**src/rtl/decoder_nto2n_seq.sv**
```systemverilog
// decoder_nto2n_seq
//   Registered N-to-2^N one-hot decoder with active-high enable. Drives
//   glitch-free select/strobe or row-scan lines from flops only.
//
//   Optional feature macro: DECODER_SCAN_EN
//     defined   -> auto-scan mode (mode=1) walks the active line across all
//                  outputs, holding each index dwell+1 cycles, with load and
//                  a wrap pulse on the OUT_W-1 -> 0 advance.
//     undefined -> direct decode only; mode/load/dwell ignored, wrap tied 0,
//                  no dwell counter.
//
// Parameters
//   SEL_W   select width (1..6); OUT_W = 2**SEL_W is derived
//   DWELL_W width of the dwell count
// Ports
//   clk    rising-edge clock
//   rst_n  synchronous active-low reset (priority over everything)
//   enab   output enable; 0 forces y to zero on the next edge
//   mode   0 = direct decode of inp, 1 = auto-scan
//   inp    direct select index / scan start index
//   load   scan: load inp as current index
//   dwell  scan: each index held dwell+1 cycles
//   y      registered one-hot output
//   idx    registered index currently driven
//   wrap   one-cycle pulse when the scan advances OUT_W-1 -> 0
module decoder_nto2n_seq #(
  parameter int SEL_W   = 3,
  parameter int DWELL_W = 8
) (
  input  logic                   clk,
  input  logic                   rst_n,
  input  logic                   enab,
  input  logic                   mode,
  input  logic [SEL_W-1:0]       inp,
  input  logic                   load,
  input  logic [DWELL_W-1:0]     dwell,
  output logic [(2**SEL_W)-1:0]  y,
  output logic [SEL_W-1:0]       idx,
  output logic                   wrap
);

  localparam int OUT_W = 2**SEL_W;

  localparam logic [1:0] IDLE   = 2'd0;
  localparam logic [1:0] DIRECT = 2'd1;
  localparam logic [1:0] SCAN   = 2'd2;

  logic [1:0] state;

`ifdef DECODER_SCAN_EN
  logic [DWELL_W-1:0] cnt;

  always_ff @(posedge clk) begin
    if (!rst_n) begin
      state <= IDLE;
      y     <= '0;
      idx   <= '0;
      cnt   <= '0;
      wrap  <= 1'b0;
    end else if (!enab) begin
      // idx is deliberately kept so a later scan resumes where it stopped
      state <= IDLE;
      y     <= '0;
      cnt   <= '0;
      wrap  <= 1'b0;
    end else if (!mode) begin
      state <= DIRECT;
      idx   <= inp;
      y     <= OUT_W'(1) << inp;
      cnt   <= '0;
      wrap  <= 1'b0;
    end else begin
      state <= SCAN;
      if (state != SCAN || load) begin
        // entry or explicit load: restart the dwell window on the new index
        cnt  <= '0;
        wrap <= 1'b0;
        if (load) begin
          idx <= inp;
          y   <= OUT_W'(1) << inp;
        end else begin
          y   <= OUT_W'(1) << idx;
        end
      end else if (cnt == dwell) begin
        // exact compare: a dwell lowered below cnt waits for cnt to roll over
        idx  <= idx + 1'b1;
        y    <= {y[OUT_W-2:0], y[OUT_W-1]};
        cnt  <= '0;
        wrap <= (idx == SEL_W'(OUT_W-1));
      end else begin
        cnt  <= cnt + 1'b1;
        wrap <= 1'b0;
      end
    end
  end
`else
  always_ff @(posedge clk) begin
    if (!rst_n) begin
      state <= IDLE;
      y     <= '0;
      idx   <= '0;
    end else if (!enab) begin
      state <= IDLE;
      y     <= '0;
    end else begin
      state <= DIRECT;
      idx   <= inp;
      y     <= OUT_W'(1) << inp;
    end
  end

  assign wrap = 1'b0;

  // scan controls and the state register have no consumer in this build
  logic unused_scan;
  assign unused_scan = ^{mode, load, dwell, state};
`endif

endmodule

```
**config.mk**
```make
export PLATFORM = sky130hd
export DESIGN_NAME = decoder_nto2n_seq
export DESIGN_NICKNAME = d
export VERILOG_FILES = /design/src/rtl/decoder_nto2n_seq.sv
export SDC_FILE = /design/constraint.sdc
export NUM_CORES = 1
export LEC_CHECK = 0
export ABC_CLOCK_PERIOD_IN_PS = 2000
export CELL_PAD_IN_SITES_DETAIL_PLACEMENT = 1
export CELL_PAD_IN_SITES_GLOBAL_PLACEMENT = 2
export CORE_MARGIN = 4
export CORE_UTILIZATION = 17
export CTS_CLUSTER_DIAMETER = 200
export CTS_CLUSTER_SIZE = 20
export DETAILED_ROUTE_END_ITERATION = 16
export GPL_ROUTABILITY_DRIVEN = 0
export PLACE_DENSITY_LB_ADDON = 0.1
export RECOVER_POWER = 50
export REMOVE_ABC_BUFFERS = 1
export SLEW_MARGIN = 20
export SYNTH_ARGS = -nofsm -noshare
export SYNTH_HDL_FRONTEND = slang
export SYNTH_SLANG_ARGS = --single-unit
```
**constraint.sdc**
```tcl
create_clock -name clk -period 2 [get_ports clk]
set_input_delay 0.4 -clock clk [delete_from_list [all_inputs] [get_ports clk]]
set_output_delay 0.4 -clock clk [all_outputs]
set_load 0.01 [all_outputs]
```
==> results.tsv, run 1 <==
stage	metric	value	unit
cts	root_buffer	clkbuf_4	
timing	slew_viol_final	0	
cts	hold_buffers	0	
synthesis	syn_avg_cell_area	10.5	sq um
worst_setup_path	cp_max_fo	2	
grt	globalRoute.totalOverflow	0	
timing	rsz0062_at_grt	no	
detailed_routing	antenna_left	0	
worst_setup_path	regToRegStartpoint	idx[1]$_SDFFE_PN0P_	
cells_and_area	drive_gt1_frac	0.0577	
cts	post_cts_buffers	0	
power_and_ir_drop	p_leak	0.206	nW
timing	max_freq	648	MHz
detailed_routing	firstDrtPassIters	2	
worst_setup_path	cp.arrival	1.14	ns
place	port_buffers	16	
synthesis	syn_area	345	sq um
cts	clk_latency	0.26	ns
worst_setup_path	worstSetupStartpoint	idx[0]$_SDFFE_PN0P_	
synthesis	synth_seq_area_share	0.638	
cts	cts_tree	yes	
power_and_ir_drop	seqPwrFrac	0.544	
synthesis	ys_seq_elements	11	
floorplan	core_area	1940	sq um
power_and_ir_drop	swShare	0.219	
cells_and_area	layout.cells.non_filler	79	
cts	clock_sinks	11	
grt	grt_first_pass_wirelength	1260	microns
cts	cts_made_buffers	3	
power_and_ir_drop	switchingPower	91.7	uW
worst_setup_path	cp-end-kind	primary output	
place	dp_cells	75	
worst_setup_path	required	1.60	ns
grt	antenna_found_initial	0	
timing	post-route-min-period	1.54	ns
detailed_routing	post_drt_wl_per_cell	10.4	microns
flow_run	cap_viol_max_count	0	
synthesis	ys_types	13	
floorplan	dieArea	2820	sq um
cts	clk_path_buf_depth	2	
floorplan	pin_count	28	
cts	htree_levels	1	
synthesis	synthCells	33	
floorplan	die_h	53.1	microns
power_and_ir_drop	cellPowerDensity	750	nW/um^2
detailed_routing	vias_per_cell	3.53	
power_and_ir_drop	p_clk_frac	0.351	
timing	setup_tns	0	ns
cells_and_area	layout_commonest_cell	clkdlybuf4s50_1	
worst_setup_path	cp_slowest_cell	clkdlybuf4s50_1	
worst_setup_path	critPathLaunchType	flop	
detailed_routing	drc	0	
cells_and_area	final_cell_mix	clkdlybuf4s50_1 (14), dfxtp_1 (11), nor2_1 (6)	
timing	setup_viol	0	
timing	hold_viol_final	0	
hold_path	worstHoldPathType	reg -> reg	
run_status	outcome	completed	
hold_path	worstHoldStart	idx[2]$_SDFFE_PN0P_	
power_and_ir_drop	peakVddDrop	0.332	mV
cells_and_area	multiInputGateArea	118	sq um
cells_and_area	regArea	220	sq um
timing	fin_crit_sh	0.772	
power_and_ir_drop	pwr-share-comb	0.106	
cells_and_area	antenna_cells	0	
floorplan	rows	16	
cts	cts_resized	0	
power_and_ir_drop	power	418	uW
cells_and_area	nFillCells	238	
synthesis	ys_warn_count	0	
timing	fin_worst_skew	0	ns
worst_setup_path	slowest_delay	0.55	ns
floorplan	start_util	0.178	
detailed_routing	wl	821	microns
detailed_routing	drt-initial-drc-count	2	
floorplan	die_x	53.1	microns
worst_setup_path	crit_type	reg -> out	
worst_setup_path	critPathTopFamily	buffers and inverters	
cells_and_area	area_growth	61.6	%
grt	grt_max_degree	8	
cts	clk_pin_slew	0.07	ns
worst_setup_path	path_cells	clkdlybuf4s50_1	
cells_and_area	fin_util	0.287	
power_and_ir_drop	p_int	327	uW
worst_setup_path	cp.buffers_inverters	1	
grt	grt_pass1_vias	288	
grt	grtUsageTotal	0.0662	
detailed_routing	vias	279	
cells_and_area	final_net_count	69	
[cell families after synthesis]
group,count (synthesis),synth area share
buffers and inverters,1,0.0217
DFF,11,0.638
other,1,0.0109
muxes,2,0.0580
AOI/OAI and AO/OA,1,0.0217
and+or+nand+nor,17,0.250
[power by group through the flow]
| stage | registers (mW) | clock network [mW] | logic (mW) |
|---|---|---|---|
| 6_report | 0.227 | 0.147 | 0.0442 |
| 5_1_grt | 0.228 | 0.167 | 0.0479 |
| 4_1_cts | 0.227 | 0.156 | 0.0458 |
| 3_5_place_dp | 0.233 | 0 | 0.0456 |
| 3_3_place_gp | 0.232 | 0 | 0.0446 |
| 2_1_floorplan | 0.236 | 0 | 0.0125 |
[state kept, by name, indices dropped and copies added, names as in the netlist]
name and flops:
y 8, idx 3
[layer usage]
| metal | vias to the layer above | GRT usage | part of all wire | wire (microns) |
|---|---|---|---|---|
| met5 | - | 0 | 0 | 0 |
| met2 | 12 | 0.0971 | 0.48 | 390 |
| li1 | 142 | - | - | - |
| met3 | 0 | 0.0338 | 0.13 | 103 |
| met4 | 0 | 0.0638 | 0 | 0 |
| met1 | 125 | 0.0659 | 0.40 | 327 |
[cells in the mapped netlist, drive strengths merged]
library cell,n,area share
nor2,6,0.065
buf,1,0.022
nand2b,2,0.036
or3b,1,0.025
nor2b,2,0.036
nor3,2,0.029
nand3,1,0.014
dfxtp,11,0.64
mux2i,2,0.058
conb,1,0.011
nand2,2,0.022
nand3b,1,0.022
a21boi,1,0.022
[through the flow]
| stage | hold WS (ns) | worst slack [ns] | instance area, sq um |
|---|---|---|---|
| 6_report | 0.491 | 0.456 | 558 |
| 5_1_grt | 0.527 | 0.402 | 558 |
| 4_1_cts | 0.494 | 0.439 | 558 |
| 3_5_place_dp | 0.482 | 0.456 | 532 |
| 3_3_place_gp | 0.474 | 0.459 | 532 |
| 2_1_floorplan | 0.478 | 1.07 | 338 |
[final timing paths]
| check | endpoint | slack (ns) | cells after the start |
|---|---|---|---|
| hold / removal | idx[2]$_SDFFE_PN0P_ | 0.49 | 2 |
| hold reg to reg | idx[2]$_SDFFE_PN0P_ | 0.49 | 2 |
| setup / recovery | idx[0] | 0.46 | 1 |
| setup reg to reg | idx[1]$_SDFFE_PN0P_ | 1.38 | 2 |
[area by class of cell]
| cell class | count | share of cell area |
|---|---|---|
| well taps | 27 | 0.0605 |
| flip-flops and latches | 11 | 0.395 |
| multi-input cells | 21 | 0.211 |
| clock buffers | 4 | 0.0471 |
| repair buffers | 16 | 0.287 |
[worst reg2reg max path, cell delays in order, from the launching register on]
cell and delay (ns):
dfxtp_1 0.31, mux2i_1 0.13, nor2b_1 0.07
Power figures use the tool's default switching activity.
==> inputs of run 2 (changes only) <==
--- a/config.mk
+++ b/config.mk
@@ -5,11 +5,11 @@
 export SDC_FILE = /design/constraint.sdc
 export NUM_CORES = 1
 export LEC_CHECK = 0
-export ABC_CLOCK_PERIOD_IN_PS = 2000
+export ABC_CLOCK_PERIOD_IN_PS = 1250
 export CELL_PAD_IN_SITES_DETAIL_PLACEMENT = 1
 export CELL_PAD_IN_SITES_GLOBAL_PLACEMENT = 2
 export CORE_MARGIN = 4
-export CORE_UTILIZATION = 17
+export CORE_UTILIZATION = 14
 export CTS_CLUSTER_DIAMETER = 200
 export CTS_CLUSTER_SIZE = 20
 export DETAILED_ROUTE_END_ITERATION = 16
==> constraint.sdc (replaced) <==
create_clock -name clk -period 1.25 [get_ports clk]
set_input_delay 0.25 -clock clk [delete_from_list [all_inputs] [get_ports clk]]
set_output_delay 0.25 -clock clk [all_outputs]
set_load 0.01 [all_outputs]
==> run 2 against run 1 <==
Effect of this change: flip-flop and latch count unchanged; via count increased by 5.0%; die area grew 18%; utilization fell by 3.8 points; global-route usage fell by 0.28 points; clock skew unchanged; clock power increased by 63%; highest routed layer unchanged.
==> results.tsv, run 2 (synthesized netlist as in run 1, its figures left out) <==
stage	metric	value	unit	change
run_status	outcome	completed		unchanged
cts	root_buffer	clkbuf_4		unchanged
timing	max_freq	888	MHz	
worst_setup_path	reg2reg_slack	0.63	ns	was 1.38 ns
worst_setup_path	slowest_delay	0.67	ns	was 0.55 ns
detailed_routing	drt-initial-drc-count	1		was 2
worst_setup_path	rr_endpoint	idx[2]$_SDFFE_PN0P_		was idx[1]$_SDFFE_PN0P_
worst_setup_path	critPathLaunchType	input pin		was flop
power_and_ir_drop	peakVddDrop	0.275	mV	was 0.332 mV
place	dp_cells	79		was 75
cells_and_area	final_cell_mix	dfxtp_1 (11), dlygate4sd2_1 (11), nor2_1 (6)		was clkdlybuf4s50_1 (14), dfxtp_1 (11), nor2_1 (6)
cts	cts_made_buffers	3		unchanged
power_and_ir_drop	p_clk_frac	0.355		was 0.351
worst_setup_path	cp.arrival	1.31	ns	was 1.14 ns
grt	grt_pass1_vias	326		was 288
timing	post-route-min-period	1.13	ns	
floorplan	core_area	2280	sq um	was 1940 sq um
floorplan	pin_count	28		unchanged
detailed_routing	post_drt_wl_per_cell	11.0	microns	was 10.4 microns
floorplan	rows	17		was 16
timing	slew_viol_final	0		unchanged
timing	fin_worst_skew	0	ns	unchanged
detailed_routing	vias_per_cell	3.53		about the same
place	place_hpwl	744	microns	
cells_and_area	nFillCells	267		was 238
worst_setup_path	cp_max_fo	5		was 2
grt	grtUsageTotal	0.0634		was 0.0662
hold_path	worstHoldStart	idx[2]$_SDFFE_PN0P_		unchanged
worst_setup_path	regToRegStartpoint	idx[2]$_SDFFE_PN0P_		was idx[1]$_SDFFE_PN0P_
power_and_ir_drop	seqPwrFrac	0.539		was 0.544
detailed_routing	drc	0		unchanged
power_and_ir_drop	pwr-share-comb	0.106		about the same
worst_setup_path	cp_slowest_cell	dlygate4sd3_1		was clkdlybuf4s50_1
cts	htree_levels	1		unchanged
cells_and_area	area_growth	64.5	%	was 61.6%
cts	hold_buffers	0		unchanged
grt	grt_max_degree	7		was 8
power_and_ir_drop	p_leak	0.268	nW	was 0.206 nW
grt	globalRoute.totalOverflow	0		unchanged
cells_and_area	regArea	220	sq um	unchanged
timing	hold_viol_final	0		unchanged
timing	fin_crit_sh	0.901		
cts	clk_latency	0.26	ns	about the same
detailed_routing	vias	293		was 279
floorplan	dieArea	3330	sq um	was 2820 sq um
cells_and_area	final_net_count	72		was 69
cells_and_area	layout.cells.non_filler	83		was 79
cts	clk_pin_slew	0.07	ns	about the same
worst_setup_path	reg2reg_depth	2		unchanged
flow_run	cap_viol_max_count	0		unchanged
cells_and_area	largest_reg_flops	8		unchanged
grt	grt_first_pass_wirelength	1520	microns	was 1260 microns
power_and_ir_drop	switchingPower	153	uW	was 91.7 uW
cells_and_area	final_area	568	sq um	was 558 sq um
cells_and_area	multiInputGateArea	118	sq um	unchanged
place	placed_area	556	sq um	was 532 sq um
place	port_buffers	16		unchanged
floorplan	start_util	0.152		was 0.178
floorplan	die_h	57.7	microns	was 53.1 microns
floorplan	die_x	57.7	microns	was 53.1 microns
cts	cts_tree	yes		unchanged
worst_setup_path	required	1.43	ns	was 1.60 ns
grt	antenna_found_initial	0		unchanged
detailed_routing	firstDrtPassIters	2		unchanged
power_and_ir_drop	p_int	522	uW	was 327 uW
worst_setup_path	crit_type	in -> reg		was reg -> out
cts	cts_resized	11		was 0
hold_path	min_path_cells	2		unchanged
cells_and_area	drive_gt1_frac	0.109		was 0.0577
power_and_ir_drop	swShare	0.227		was 0.219
cts	clk_path_buf_depth	2		unchanged
cells_and_area	antenna_cells	0		unchanged
timing	setup_viol	0		unchanged
cts	post_cts_buffers	0		unchanged
worst_setup_path	cp-end-kind	flop		was primary output
cts	clock_sinks	11		unchanged
cells_and_area	top_regs	y (8), idx (3)		unchanged
hold_path	hold_end	idx[2]$_SDFFE_PN0P_		unchanged
power_and_ir_drop	cellPowerDensity	1190	nW/um^2	was 750 nW/um^2
detailed_routing	wl	916	microns	was 821 microns
timing	rsz0062_at_grt	no		unchanged
cells_and_area	top_register	y		unchanged
worst_setup_path	path_cells	dlygate4sd3_1, nand2_1, nor3_1		was clkdlybuf4s50_1
detailed_routing	antenna_left	0		unchanged
hold_path	worstHoldPathType	reg -> reg		unchanged
-- run 2: power groups by stage --
stage / Combinational (mW) / Sequential [mW] / Clock, mW
2_1_floorplan: 0.0200 / 0.377 / 0
3_5_place_dp: 0.0809 / 0.372 / 0
3_3_place_gp: 0.0798 / 0.372 / 0
6_report: 0.0717 / 0.363 / 0.240
4_1_cts: 0.0745 / 0.364 / 0.252
5_1_grt: 0.0793 / 0.365 / 0.275
-- run 2: worst max path at each step --
stage	cells past startpoint	slack, ns	to	from
final	3	0.12	y[5]$_SDFF_PN0_	enab
after global routing	3	0.04	idx[2]$_SDFFE_PN0P_	enab
after CTS	1	0.11	idx[2]	idx[2]$_SDFFE_PN0P_
after detailed placement	3	-0.08	idx[2]$_SDFFE_PN0P_	enab
after floorplan	2	0.47	y[0]$_SDFF_PP0_	inp[0]
after global placement	3	-0.05	y[5]$_SDFF_PN0_	enab
-- run 2: per-stage QoR --
step                      setup slack, ns  utilization  TNS, ns  total power, mW  hold WS [ns]
after floorplan                     0.469            -        0            0.397         0.328
after global placement            -0.0507        0.244   -0.160            0.451         0.472
after detailed placement          -0.0801        0.244   -0.333            0.453         0.492
after CTS                           0.107        0.250        0            0.690         0.501
after global routing               0.0410        0.250        0            0.719         0.547
final                               0.124        0.250        0            0.675         0.493
-- run 2: final cells by class --
| class | instances | share of cell area |
|---|---|---|
| flip-flops and latches | 11 | 0.388 |
| repair buffers | 19 | 0.297 |
| multi-input cells | 21 | 0.207 |
| well taps | 28 | 0.0617 |
| clock buffers | 4 | 0.0463 |
-- run 2: critical path: cells and delay by family --
family	cells	cell delay, ns
buffers and inverters	1	0.67
AND/OR/NAND/NOR	2	0.39
-- run 2: routing by layer --
layer,track usage,wire length [microns],vias up
met4,0.0397,0,0
met2,0.0952,433,14
met1,0.0713,387,130
li1,-,-,149
met3,0.0312,94,0
met5,0,0,-
==> variant: new RTL, config.mk and constraints of run 2 <==
The parameter `SEL_W` goes from 3 to 4.
--- a/src/rtl/decoder_nto2n_seq.sv
+++ b/src/rtl/decoder_nto2n_seq.sv
@@ -26,3 +26,3 @@
 module decoder_nto2n_seq #(
-  parameter int SEL_W   = 3,
+  parameter int SEL_W   = 4,
   parameter int DWELL_W = 8
Interface: changed (resized idx, inp and y); port bits go from 28 to 38. No check against the original RTL was run, so the function may have changed too.
==> variant against run 2 <==
Sequential cell count grew 9; critical path type unchanged; synthesized area up 74%; worst setup slack worse by 17 ps; die area grew 62%; sequential power is 80% higher; design area grew 72%; routed wire length rose by 67%; total power increased by 85%; via count rose by 66%.
==> variant: results (changes against run 2) <==
Min path
  • Hold WC Path Type: reg2reg

Clock tree
  • Clk buf depth: 2 (unchanged)
  • Worst skew pair latency: around 250 ps
  • Post-CTS sizing: 20 (+9)
  • Number of post-CTS setup repair buffers: 0 (unchanged)
  • CTS clock-pin slew for the worst setup and hold paths: 80 ps
  • Clock buffer count from CTS: 3 (unchanged)
  • Clock Tree Root: clkbuf_8
  • H-tree level count: 1 (unchanged)

Timing
  • Setup TNS: 0 ps (unchanged)
  • Clock Skews: 0 ps (unchanged)
  • Slew Limit Fails: 0 (unchanged)

Power and ir drop
  • Peak supply drop: 0.302 mV (+9.8%)
  • Leak: 0.462 nW (+72%)

Layout
  • Number of nets in the layout: 106 (+47%)
  • Filler cells: 487 (+82%)
  • Ant. Diodes: 0 (unchanged)
  • Largest registers: y (16), idx (4)
  • Share of layout cells above drive strength 1: 10.2% (-0.68 points)

Global routing
  • First-pass GRT wire length: 2330 µm (+53%)
  • GRT Resource Usage Total: 6.05% (-0.28 points)
  • Initial antenna violation count: 0 (unchanged)
  • Largest net degree at the start of global routing: 12 (+5)

Logic synthesis
  • Post-synth ARST share: 0% (unchanged)
  • Warnings, synthesis: 0 (unchanged)
  • Syn_area_per_cell: 11.1 µm² (+6.3%)
  • Top post-synthesis cells by count: dfxtp_1, nor2_1, mux2i_1, nor2b_1, nor3_1
  • Top cells by area, synth: dfxtp_1, nor2_1, mux2i_1, nor2b_1, nor3_1
  • Seq/Total Area, Yosys: 66.7% (+2.9 points)
  • Synth Flop Type: dfxtp_1
  • Synth cell types: 12 (-1)

Place
  • IO Port Bufs: 26 (+10)
  • DP Wirelength: 1200 µm (+61%)
  • Cells after DPL: 134 (+70%)

Critical path
  • Critical path fanouts, max: 6 (+1)
  • Data arrival, critical path: ~1300 ps

Drt
  • Iter 0 DRT Violations: 14 (+13)
  • Vias: 485 (+66%)
  • Via/cell ratio: 3.51 (-0.44%)
  • Pre-antenna DRT Iters: 2 (unchanged)
  • Final wirelength: 1530 µm (+67%)

Outcome
  • Run status: finished, final reports clean
==> variant: per-layer routing <==
metal / vias up / GRT usage [%] / part of all wire (%)
met5: - / 0 / 0
met4: 0 / 3.62 / 1.2
met3: 2 / 2.60 / 9.3
met2: 19 / 9.55 / 45
met1: 218 / 6.71 / 44
li1: 246 / - / -
==> variant: cells by family (layout without fill, tap and decap cells) <==
logic type             Yosys count  count (layout)  share of synthesized area, %
AND/OR/NAND/NOR                 27              27                          23.5
flip-flops                      20              20                          66.7
multiplexers                     4               4                          6.67
buffers and inverters            2              36                          2.50
other                            1               1                         0.624
==> variant: area by class of cell <==
type / count / share of cell area (%)
Multi-Input combinational cell: 32 / 18.9
Tap cell: 50 / 6.39
Clock buffer: 4 / 5.62
Sequential cell: 20 / 40.9
Timing Repair Buffer: 32 / 28.2
==> variant: path summary, 6_finish.rpt <==
path / start / end / slack [ps] / cells after the start
setup / recovery: enab / y[12] / 110 / 3
hold / removal: idx[3] / idx[3] / 510 / 2
setup reg to reg: idx[0] / idx[0] / 640 / 2
hold reg to reg: idx[3] / idx[3] / 510 / 2
==> variant: critical path, stage by stage <==
cell and delay (ps):
clkdlybuf4s50_1 580, nand4_1 280, nor3_1 210
==> variant: report_power, final <==
part	internal [mW]	switching [mW]	leakage, nW
combinational	0.0540	0.0491	0.271
sequential	0.649	0.00433	0.162
clock	0.280	0.214	0.0288
total	0.983	0.267	0.462
==> variant: through the flow <==
stage | instance area (µm²) | setup WS (ps) | hold slack [ps]
floorplan | 586 | 570 | 327
global placement | 953 | -169 | 499
detailed placement | 953 | -182 | 508
CTS | 983 | 84.0 | 522
global route | 980 | 18.7 | 566
finish | 980 | 106 | 512
